**src/rtl/full_adder_3_bit_to_4_bit.sv**
```systemverilog
// Unsigned 3-bit + 3-bit ripple-carry adder with a full 4-bit result.
// Combinational SUM/CARRY feed the Conway neighbour count; SUM_Q/CARRY_Q are a registered copy.

module full_adder_cell (
  input  logic i_a,
  input  logic i_b,
  input  logic i_c,
  output logic o_s,
  output logic o_c
);

  assign o_s = i_a ^ i_b ^ i_c;
  assign o_c = (i_a & i_b) | (i_a & i_c) | (i_b & i_c);

endmodule

module full_adder_3_bit_to_4_bit (
  input  logic       CLK,
  input  logic       RST,
  input  logic [2:0] A,
  input  logic [2:0] B,
  output logic [3:0] SUM,
  output logic       CARRY,
  output logic [3:0] SUM_Q,
  output logic       CARRY_Q
);

  logic [3:0] w_carry;
  logic [2:0] w_sum_bits;
  logic [3:0] r_sum;
  logic       r_carry;

  assign w_carry[0] = 1'b0;

  genvar gi;
  generate
    for (gi = 0; gi < 3; gi++) begin : g_cell
      full_adder_cell u_cell (
        .i_a (A[gi]),
        .i_b (B[gi]),
        .i_c (w_carry[gi]),
        .o_s (w_sum_bits[gi]),
        .o_c (w_carry[gi+1])
      );
    end
  endgenerate

  // The final carry becomes the MSB, so the result never wraps.
  assign SUM   = {w_carry[3], w_sum_bits};
  assign CARRY = w_carry[3];

  always_ff @(posedge CLK or posedge RST) begin
    if (RST) begin
      r_sum   <= 4'b0000;
      r_carry <= 1'b0;
    end else begin
      r_sum   <= SUM;
      r_carry <= CARRY;
    end
  end

  assign SUM_Q   = r_sum;
  assign CARRY_Q = r_carry;

endmodule

```
**config.mk**
```make
export PLATFORM = sky130hd
export DESIGN_NAME = full_adder_3_bit_to_4_bit
export DESIGN_NICKNAME = d
export VERILOG_FILES = /design/src/rtl/full_adder_3_bit_to_4_bit.sv
export SDC_FILE = /design/constraint.sdc
export NUM_CORES = 1
export LEC_CHECK = 0
export BUFFER_PORTS_ARGS = -buffer_cell sky130_fd_sc_hd__buf_2
export CAP_MARGIN = 20
export CORE_AREA = 4 4 41 43
export DETAILED_ROUTE_END_ITERATION = 12
export DIE_AREA = 0 0 45 47
export PLACE_DENSITY = 0.48
export SKIP_LAST_GASP = 1
export SYNTH_ARGS = -nofsm -noshare
export SYNTH_HDL_FRONTEND = slang
export SYNTH_HIERARCHICAL = 1
export SYNTH_SLANG_ARGS = --single-unit
```
**constraint.sdc**
```tcl
create_clock -name CLK -period 2.37 [get_ports CLK]
set_input_delay 0.237 -clock CLK [delete_from_list [all_inputs] [get_ports CLK]]
set_output_delay 0.237 -clock CLK [all_outputs]
set_load 0.02 [all_outputs]
```
; ---- Yosys cells after proc, flatten, opt, wreduce, memory -nomap -nowiden
; Cells that the tools add are included.
[op_classes]
bitwise = 16
[ops]
columns = cell, count
row1 = $and A1 B1 Y1, 7
row2 = $xor A1 B1 Y1, 5
row3 = $or A1 B1 Y1, 4
[word_totals]
inputBits = 8
output_inout_bits = 10
wordCells = 18
regBits = 5

; ---- Depth between registers and ports, before layout
; Gate-level depths: netlist of the first run.
[depth]
word_depth = 7
ltp_mapped = 4
depth_no_buf = 3

; ---- Modules after synthesis
; The synthesis of the first run kept the hierarchy.
[modules_own_cells]
columns = mod, seq_area_each_um2, cells_each, area_each_um2, instances
row1 = full_adder_3_bit_to_4_bit, 100.1, 8, 122.6, 1
row2 = full_adder_cell, 0.0, 1, 20.0, 3

; ---- Least setup slack after synthesis of the first run
; No wires, ideal clock.
[synth_timing]
kind = input to output
startpoint = input A[0]
endpoint = output SUM[3]
stages = 4
arrival_time_ps = 1740
setup_slack_ps = 393
n_path_buf = 1
required_time_ps = 2133
path_cell_list = fa_1 > fa_1 > fa_1 > buf_4
[synth_between]
elab_chain_len = 7
elab_cells_between_ends = 9
cone_classes = bitwise: 9
[synth_rtl]
columns = element, line_no
row1 = "start, declared", 20  ; input logic [2:0] A,
row2 = $and A1 B1 Y1 *, 13  ; assign o_c = (i_a & i_b) | (i_a & i_c) | (i_b & i_c);
row3 = $and A1 B1 Y1, 13
row4 = $or A1 B1 Y1, 13
row5 = $or A1 B1 Y1 *, 13
row6 = net w_carry[2], 28  ; logic [3:0] w_carry;
row7 = $and A1 B1 Y1, 13
row8 = $or A1 B1 Y1, 13
row9 = $or A1 B1 Y1 *, 13
row10 = "end, declared", 22  ; output logic [3:0] SUM,
; The timed path passes the listed nets; every way through them passes the cells marked *.

; ---- Worst setup path in the final report of the first run
[layout_timing]
startpoint = input A[0]
endpoint = output SUM[2]
[layout_between]
elab_chain_len = 5
elab_cells_between_ends = 6
cone_classes = bitwise: 6
[layout_rtl]
columns = element, line_no
row1 = $and A1 B1 Y1 *, 13
row2 = net w_carry[1], 28
row3 = $and A1 B1 Y1, 13
row4 = $or A1 B1 Y1, 13
row5 = $or A1 B1 Y1 *, 13
row6 = net w_carry[2], 28
row7 = $xor A1 B1 Y1 *, 12  ; assign o_s = i_a ^ i_b ^ i_c;
; Marked as above.

==> qor.yml, run 1 <==
status: "completed"
layout_common_cells: "buf_2, dfrtp_1, clkbuf_4, fa_1"
setup_viol_count_final: 0
antenna_found_initial: 0
drt_iter0_drc: 0
io_pins: 18
slew_violations: 0
yosysSeqAreaShare_pct: 54.8
syn_nets: 22
seqCellArea_um2: 100
routedWlPerCell_um: 9.84
power.leakage_nw: 0.162
critPathKind: "in -> out"
drive_gt1_share_pct: 66.7
syn_avg_cell_area_um2: 16.6
ys_seq_elements: 4
grt_use_met3_pct: 6.13
crit_path_top_delay_cell: "fa_1"
die_h_um: 47
via_per_inst: 3.27
root_buffer: "clkbuf_4"
via_count: 147
critPathCapture: "SUM[2]"
multi_input_area_um2: 63.8
hold_path.class: "in -> reg"
clk_pin_slew_ns: 0.04
htreeDepth: 1
drtAntennaViolNets: 0
grt_setup_unrepaired: "no"
coreArea_um2: 1300
clock_path_buffers: 2
grt_max_degree: 5
first_global_vias: 182
cp.depth: 5
cts-hold-fix-buffers: 1
fill_cells: 152
cts_setup_buffers: 0
fin_ws_ns: 0.277
cp-startpoint: "A[0]"
nNetsFinal: 43
fp-row-count: 13
syn_inst: 11
met2_usage_pct: 7.06
die_area_um2: 2120
period_share_pct: 88.3
fmax_mhz: 478
crit_path_start_kind: "primary input"
vdd_drop_max_uv: 210
drc: 0
yosys.cell_types.count: 5
cp_max_fo: 2
grt_use_total_pct: 6.13
worst-path-buf-inv: 2
busiest_layer: "met4"
start_util_pct: 14.0
cts_buffers: 3
cp.required_ns: 2.13
powerDensity_nw_per_um2: 805
cts_tree: "done"
grt_overflow: 0
cpMostUsedCell: "fa_1"
cts_resized: 0
cts.sinks: 4
setup_tns_ns: 0
gp_congestion: 0.610
met1_usage_pct: 4.88
die_w_um: 45
grt_pass1_wl_um: 724
wirelength_um: 443
yosys_warnings: 6
dp_worst_setup_slack_ns: 0.275
cp-end-kind: "output port"
layout_commonest_cell: "buf_2"
n_antenna_cell: 0
netlist_area_um2: 183
io_buffers: 17
dr.pass1.iters: 1
layout_min_cycle_time_ns: 2.09
slowest_delay_ns: 0.51
area_delta_synth_final_pct: 66.4
worstPathCellList: "buf_2 -> fa_1 -> fa_1 -> fa_1 -> buf_2"
worstPathArrival_ns: 1.86
maxCapViolations: 0
crit_family: "adder cells"
fin_util_pct: 23.4
hold_viol: 0
sequential cells by signal, summed over array words and instances (netlist names):
register / count
CARRY_Q: 1
SUM_Q: 3
cells in the mapped netlist (all sizes together):
cell type / n / area [um2]
dfrtp: 4 / 100
inv: 1 / 3.75
fa: 3 / 60.1
conb: 1 / 3.75
buf: 2 / 15.0
cells by family after synthesis:
family / Yosys count / share of synthesized area (%)
other: 1 / 2.05
DFF: 4 / 54.8
adders and majority gates: 3 / 32.9
buffers and inverters: 3 / 10.3
cell type report:
| type | instances | area share, % |
|---|---|---|
| Clock buffer | 3 | 7.41 |
| Inverter | 1 | 1.23 |
| Multi-Input combinational cell | 4 | 21.0 |
| Sequential cell | 4 | 32.9 |
| Tap cell | 15 | 6.17 |
| Timing Repair Buffer | 18 | 31.3 |
worst min path at each step:
stage          start            endpoint  slack [ns]  cells past startpoint
2_1_floorplan    RST   CARRY_Q$_DFF_PP0_       0.003                      1
3_3_place_gp     RST   CARRY_Q$_DFF_PP0_        0.12                      2
3_5_place_dp     RST  SUM_Q[2]$_DFF_PP0_        0.12                      2
4_1_cts         B[0]  SUM_Q[0]$_DFF_PP0_        0.30                      2
5_1_grt         B[0]  SUM_Q[0]$_DFF_PP0_        0.32                      2
6_report        B[0]  SUM_Q[0]$_DFF_PP0_        0.30                      2
through the flow:
step / area [um2] / hold slack (ns) / power [W] / cells
after detailed placement: 272 / 0.123 / 0.000164 / 41
after floorplan: 183 / 0.00308 / 0.000138 / 11
after CTS: 304 / 0.298 / 0.000252 / 45
final: 304 / 0.301 / 0.000245 / 45
after global routing: 304 / 0.318 / 0.000267 / 45
after global placement: 272 / 0.118 / 0.000164 / 41
routing by layer:
layer	vias to the layer above	share of wire [%]
met3	0	24
met1	64	35
li1	67	-
met5	-	0
met4	0	0
met2	16	40
power by group:
part	switching [W]	internal (W)
combinational	0.0000523	0.0000282
sequential	0.00000247	0.0000790
clock	0.0000263	0.0000565
(Power assumes the default switching activity.)
==> run 2: changes to the inputs <==
CTS_BUF_LIST = sky130_fd_sc_hd__clkbuf_8   (was unset)
==> run 2 against run 1 <==
Count of clock-buffer cells in the layout unchanged. First-iteration DRC count unchanged. Sequential share of layout area decreased by 1.9 points. Critical path type unchanged. Core utilization increased by 1.4 points. Largest power group unchanged. Hold slack improved by 0.023 ns.
==> qor.yml, run 2 (synthesis gave the netlist of run 1 again) <==
io_buffers: 17
clock_path_buffers: 2
met3_wirelength_um: 108
drt_iter0_drc: 0
routedWlPerCell_um: 10.0
layout_min_cycle_time_ns: 2.09
gp_congestion: 0.610
setup_viol_count_final: 0
n_antenna_cell: 0
clk_pin_slew_ns: 0.03
wirelength_um: 450
critPathKind: "in -> out"
status: "completed"
fmax_mhz: 480
largest_reg_flops: 3
powerDensity_nw_per_um2: 936
slowest_delay_ns: 0.51
grt_overflow: 0
start_util_pct: 14.0
io_pins: 18
cp_max_fo: 2
cp-end-kind: "output port"
multi_input_area_um2: 63.8
cp.required_ns: 2.13
die_area_um2: 2120
coreArea_um2: 1300
min_path_cells: 2
layout_commonest_cell: "buf_2"
drc: 0
dp_cells: 41
cts_tree: "done"
hold_path.class: "in -> reg"
grt_pass1_wl_um: 724
route.met2.wl_um: 181
vdd_drop_max_uv: 252
cts_resized: 0
p_total_w: 0.000302
antenna_found_initial: 0
nNetsFinal: 43
die_w_um: 45
cpMostUsedCell: "fa_1"
drtAntennaViolNets: 0
via_count: 147
met1_length_um: 160
crit_path_top_delay_cell: "fa_1"
grt_max_degree: 5
crit_path_start_kind: "primary input"
seqCellArea_um2: 100
area_delta_synth_final_pct: 76.7
fin_util_pct: 24.8
cts_buffers: 3
htreeDepth: 1
dr.max_layer_used: "met3"
grt_use_total_pct: 6.13
min-delay-start: "B[0]"
root_buffer: "clkbuf_8"
via_per_inst: 3.27
worstPathCellList: "buf_2 -> fa_1 -> fa_1 -> fa_1 -> buf_2"
grt_setup_unrepaired: "no"
fill_cells: 148
hold_end: "SUM_Q[0]$_DFF_PP0_"
stdcell_count: 45
cts.sinks: 4
slew_violations: 0
worstPathArrival_ns: 1.85
first_global_vias: 181
maxCapViolations: 0
power.leakage_nw: 0.170
hold_viol: 0
fp-row-count: 13
period_share_pct: 88.0
setup_tns_ns: 0
drive_gt1_share_pct: 66.7
layout_common_cells: "buf_2, dfrtp_1, clkbuf_8, fa_1"
dr.pass1.iters: 1
die_h_um: 47
[run 2: metal layers]
layer | global-route usage [%] | vias to the layer above
li1 | - | 67
met1 | 4.88 | 64
met2 | 7.06 | 16
met3 | 6.13 | 0
met4 | 8.77 | 0
met5 | 0 | -
[run 2: worst max-delay path, delay by kind of cell]
kind       cells  cell delay, ns
buf+inv        2            0.28
fa+ha+maj      3            1.33
[run 2: power by group]
part           switching [W]  total (W)  leakage (nW)  internal [W]
logic              0.0000521  0.0000803         0.102     0.0000281
registers         0.00000247  0.0000816        0.0466     0.0000791
clock network      0.0000323   0.000140        0.0216      0.000108
total              0.0000869   0.000302         0.170      0.000215
[run 2: metrics by stage]
stage | area (um2) | setup WS (ns) | hold WS (ns)
finish | 323 | 0.285 | 0.324
global route | 323 | 0.230 | 0.347
CTS | 323 | 0.272 | 0.321
detailed placement | 272 | 0.275 | 0.123
global placement | 272 | 0.290 | 0.118
floorplan | 183 | 0.393 | 0.00308
[run 2: repair_timing]
action                     CTS  global route
hold buffers                 1             0
setup buffers                0             0
setup endpoints to repair    0             0
hold endpoints to repair     4             0
[run 2: layout make-up]
class                      count  share of cell area (%)
sequential                     4                    31.0
timing repair buffer          18                    29.5
multi-input combinational      4                    19.8
clock buffer                   3                    12.8
tap                           15                    5.81
inverter                       1                    1.16
[run 2: worst max-delay path by stage]
stage               from      to  slack (ns)  depth (start not counted)
floorplan           A[0]  SUM[3]        0.39                          4
global placement    A[0]  SUM[2]        0.29                          5
detailed placement  A[0]  SUM[2]        0.27                          5
CTS                 A[0]  SUM[2]        0.27                          5
global route        A[0]  SUM[2]        0.23                          5
finish              A[0]  SUM[2]        0.28                          5
==> run 3: changes to the inputs <==
CTS_BUF_LIST = sky130_fd_sc_hd__clkbuf_4 sky130_fd_sc_hd__clkbuf_8 sky130_fd_sc_hd__clkbuf_16   (was sky130_fd_sc_hd__clkbuf_8)
SETUP_SLACK_MARGIN = 0.4   (was unset)
==> run 3 against run 2 <==
Non-clock buffer count grew 1. Global-route usage grew 0.25 points. Hold slack lost 0.014 ns. Largest cell class is now buffers. Largest power group is now combinational cells. Sequential share of layout area shrank 0.82 points. Power shrank 15%. Combinational power grew 16%. Via count grew 3.4%.
==> qor.yml, run 3 (synthesis gave the netlist of run 1 again) <==
status: "completed"
fmax_mhz: 517
drt_iter0_drc: 0
grt_setup_unrepaired: "no"
die_h_um: 47
area_delta_synth_final_pct: 81.5
dr.pass1.iters: 1
slowest_delay_ns: 0.55
layout_commonest_cell: "buf_2"
routedWlPerCell_um: 9.59
layout_min_cycle_time_ns: 1.93
setup_viol_count_final: 0
grt_use_total_pct: 6.38
hold_viol: 0
fp-row-count: 13
wirelength_um: 441
cp-end-kind: "output port"
htreeDepth: 1
vdd_drop_max_uv: 231
n_antenna_cell: 0
start_util_pct: 14.0
powerDensity_nw_per_um2: 775
root_buffer: "clkbuf_4"
cpMostUsedCell: "fa_2"
grt_pass1_wl_um: 745
period_share_pct: 81.6
crit_path_top_delay_cell: "fa_2"
first_global_vias: 192
clk_pin_slew_ns: 0.04
cts.sinks: 4
crit_path_start_kind: "primary input"
largest_reg_flops: 3
nNetsFinal: 44
setup_tns_ns: 0
fin_ws_ns: 0.436
via_per_inst: 3.30
worstPathCellList: "buf_6 -> fa_2 -> fa_2 -> fa_2 -> buf_6"
dp_worst_setup_slack_ns: 0.241
maxCapViolations: 0
critPathKind: "in -> out"
drive_gt1_share_pct: 77.4
drtAntennaViolNets: 0
via_count: 152
io_buffers: 17
slew_violations: 0
io_pins: 18
hold_path.class: "in -> reg"
die_w_um: 45
fill_cells: 152
hpwl_um: 378
worstPathArrival_ns: 1.70
die_area_um2: 2120
drc: 0
clock_path_buffers: 2
power.leakage_nw: 0.169
layout_common_cells: "buf_2, dfrtp_1, clkbuf_4, fa_2, buf_6"
grt_max_degree: 5
antenna_found_initial: 0
cts_buffers: 3
grt_overflow: 0
cp_max_fo: 2
coreArea_um2: 1300
gp_congestion: 0.596
cts_tree: "done"
cp.required_ns: 2.13
run 3: cell types whose count changed in the layout (fill, tap and decap cells not counted):
cell / previous run / this run
clkbuf_8: 3 / 0
buf_6: 0 / 2
buf_4: 0 / 1
fa_2: 0 / 3
buf_2: 17 / 15
clkbuf_4: 0 / 3
fa_1: 3 / 0
run 3: where the power goes:
group | total [W] | switching (W) | internal [W]
Combinational | 0.0000932 | 0.0000545 | 0.0000387
Sequential | 0.0000811 | 0.00000212 | 0.0000790
Clock | 0.0000825 | 0.0000260 | 0.0000565
Total | 0.000257 | 0.0000826 | 0.000174
run 3: area by class of cell:
class / count / area [um2] / share of cell area [%]
Clock buffer: 3 / 22.5 / 6.79
Inverter: 1 / 3.75 / 1.13
Multi-Input combinational cell: 4 / 71.3 / 21.5
Timing Repair Buffer: 19 / 115 / 34.7
Tap cell: 15 / 18.8 / 5.66
Sequential cell: 4 / 100 / 30.2
run 3: metrics by stage:
| stage | std cells | total power (W) | util, % | cell area [um2] | hold slack, ns |
|---|---|---|---|---|---|
| finish | 46 | 0.000257 | 25.5 | 332 | 0.310 |
| global route | 46 | 0.000280 | 25.5 | 332 | 0.305 |
| CTS | 46 | 0.000266 | 25.5 | 332 | 0.304 |
| detailed placement | 41 | 0.000165 | 21.1 | 274 | 0.124 |
| global placement | 41 | 0.000164 | 21.1 | 274 | 0.122 |
| floorplan | 11 | 0.000139 | - | 185 | 0.00308 |
run 3: per-layer routing:
layer / vias to the layer above / track usage (%) / part of all wire [%]
met5: - / 0 / 0
met4: 0 / 10.5 / 6.3
met3: 4 / 6.13 / 24
met2: 19 / 6.50 / 33
met1: 60 / 5.37 / 36
li1: 69 / - / -
run 3: timing repair:
action,4_1_cts,5_1_grt
pin swaps,3,2
setup buffers,1,0
resized for setup,5,0
endpoints found under the hold margin,4,0
endpoints found under the setup margin,1,1
hold buffers,1,0
run 3: final timing paths:
kind	startpoint	to	slack, ns	depth (start not counted)
worst min-delay path	B[0]	SUM_Q[0]$_DFF_PP0_	0.31	2
min in group asynchronous	RST	SUM_Q[2]$_DFF_PP0_	0.42	3
worst max-delay path	B[0]	SUM[2]	0.44	5
max in group asynchronous	RST	SUM_Q[1]$_DFF_PP0_	1.81	3
run 3: worst max-delay path, delay by kind of cell:
family                     cells  cell delay (ns)
adders and majority gates      3             1.25
buffers and inverters          2             0.21
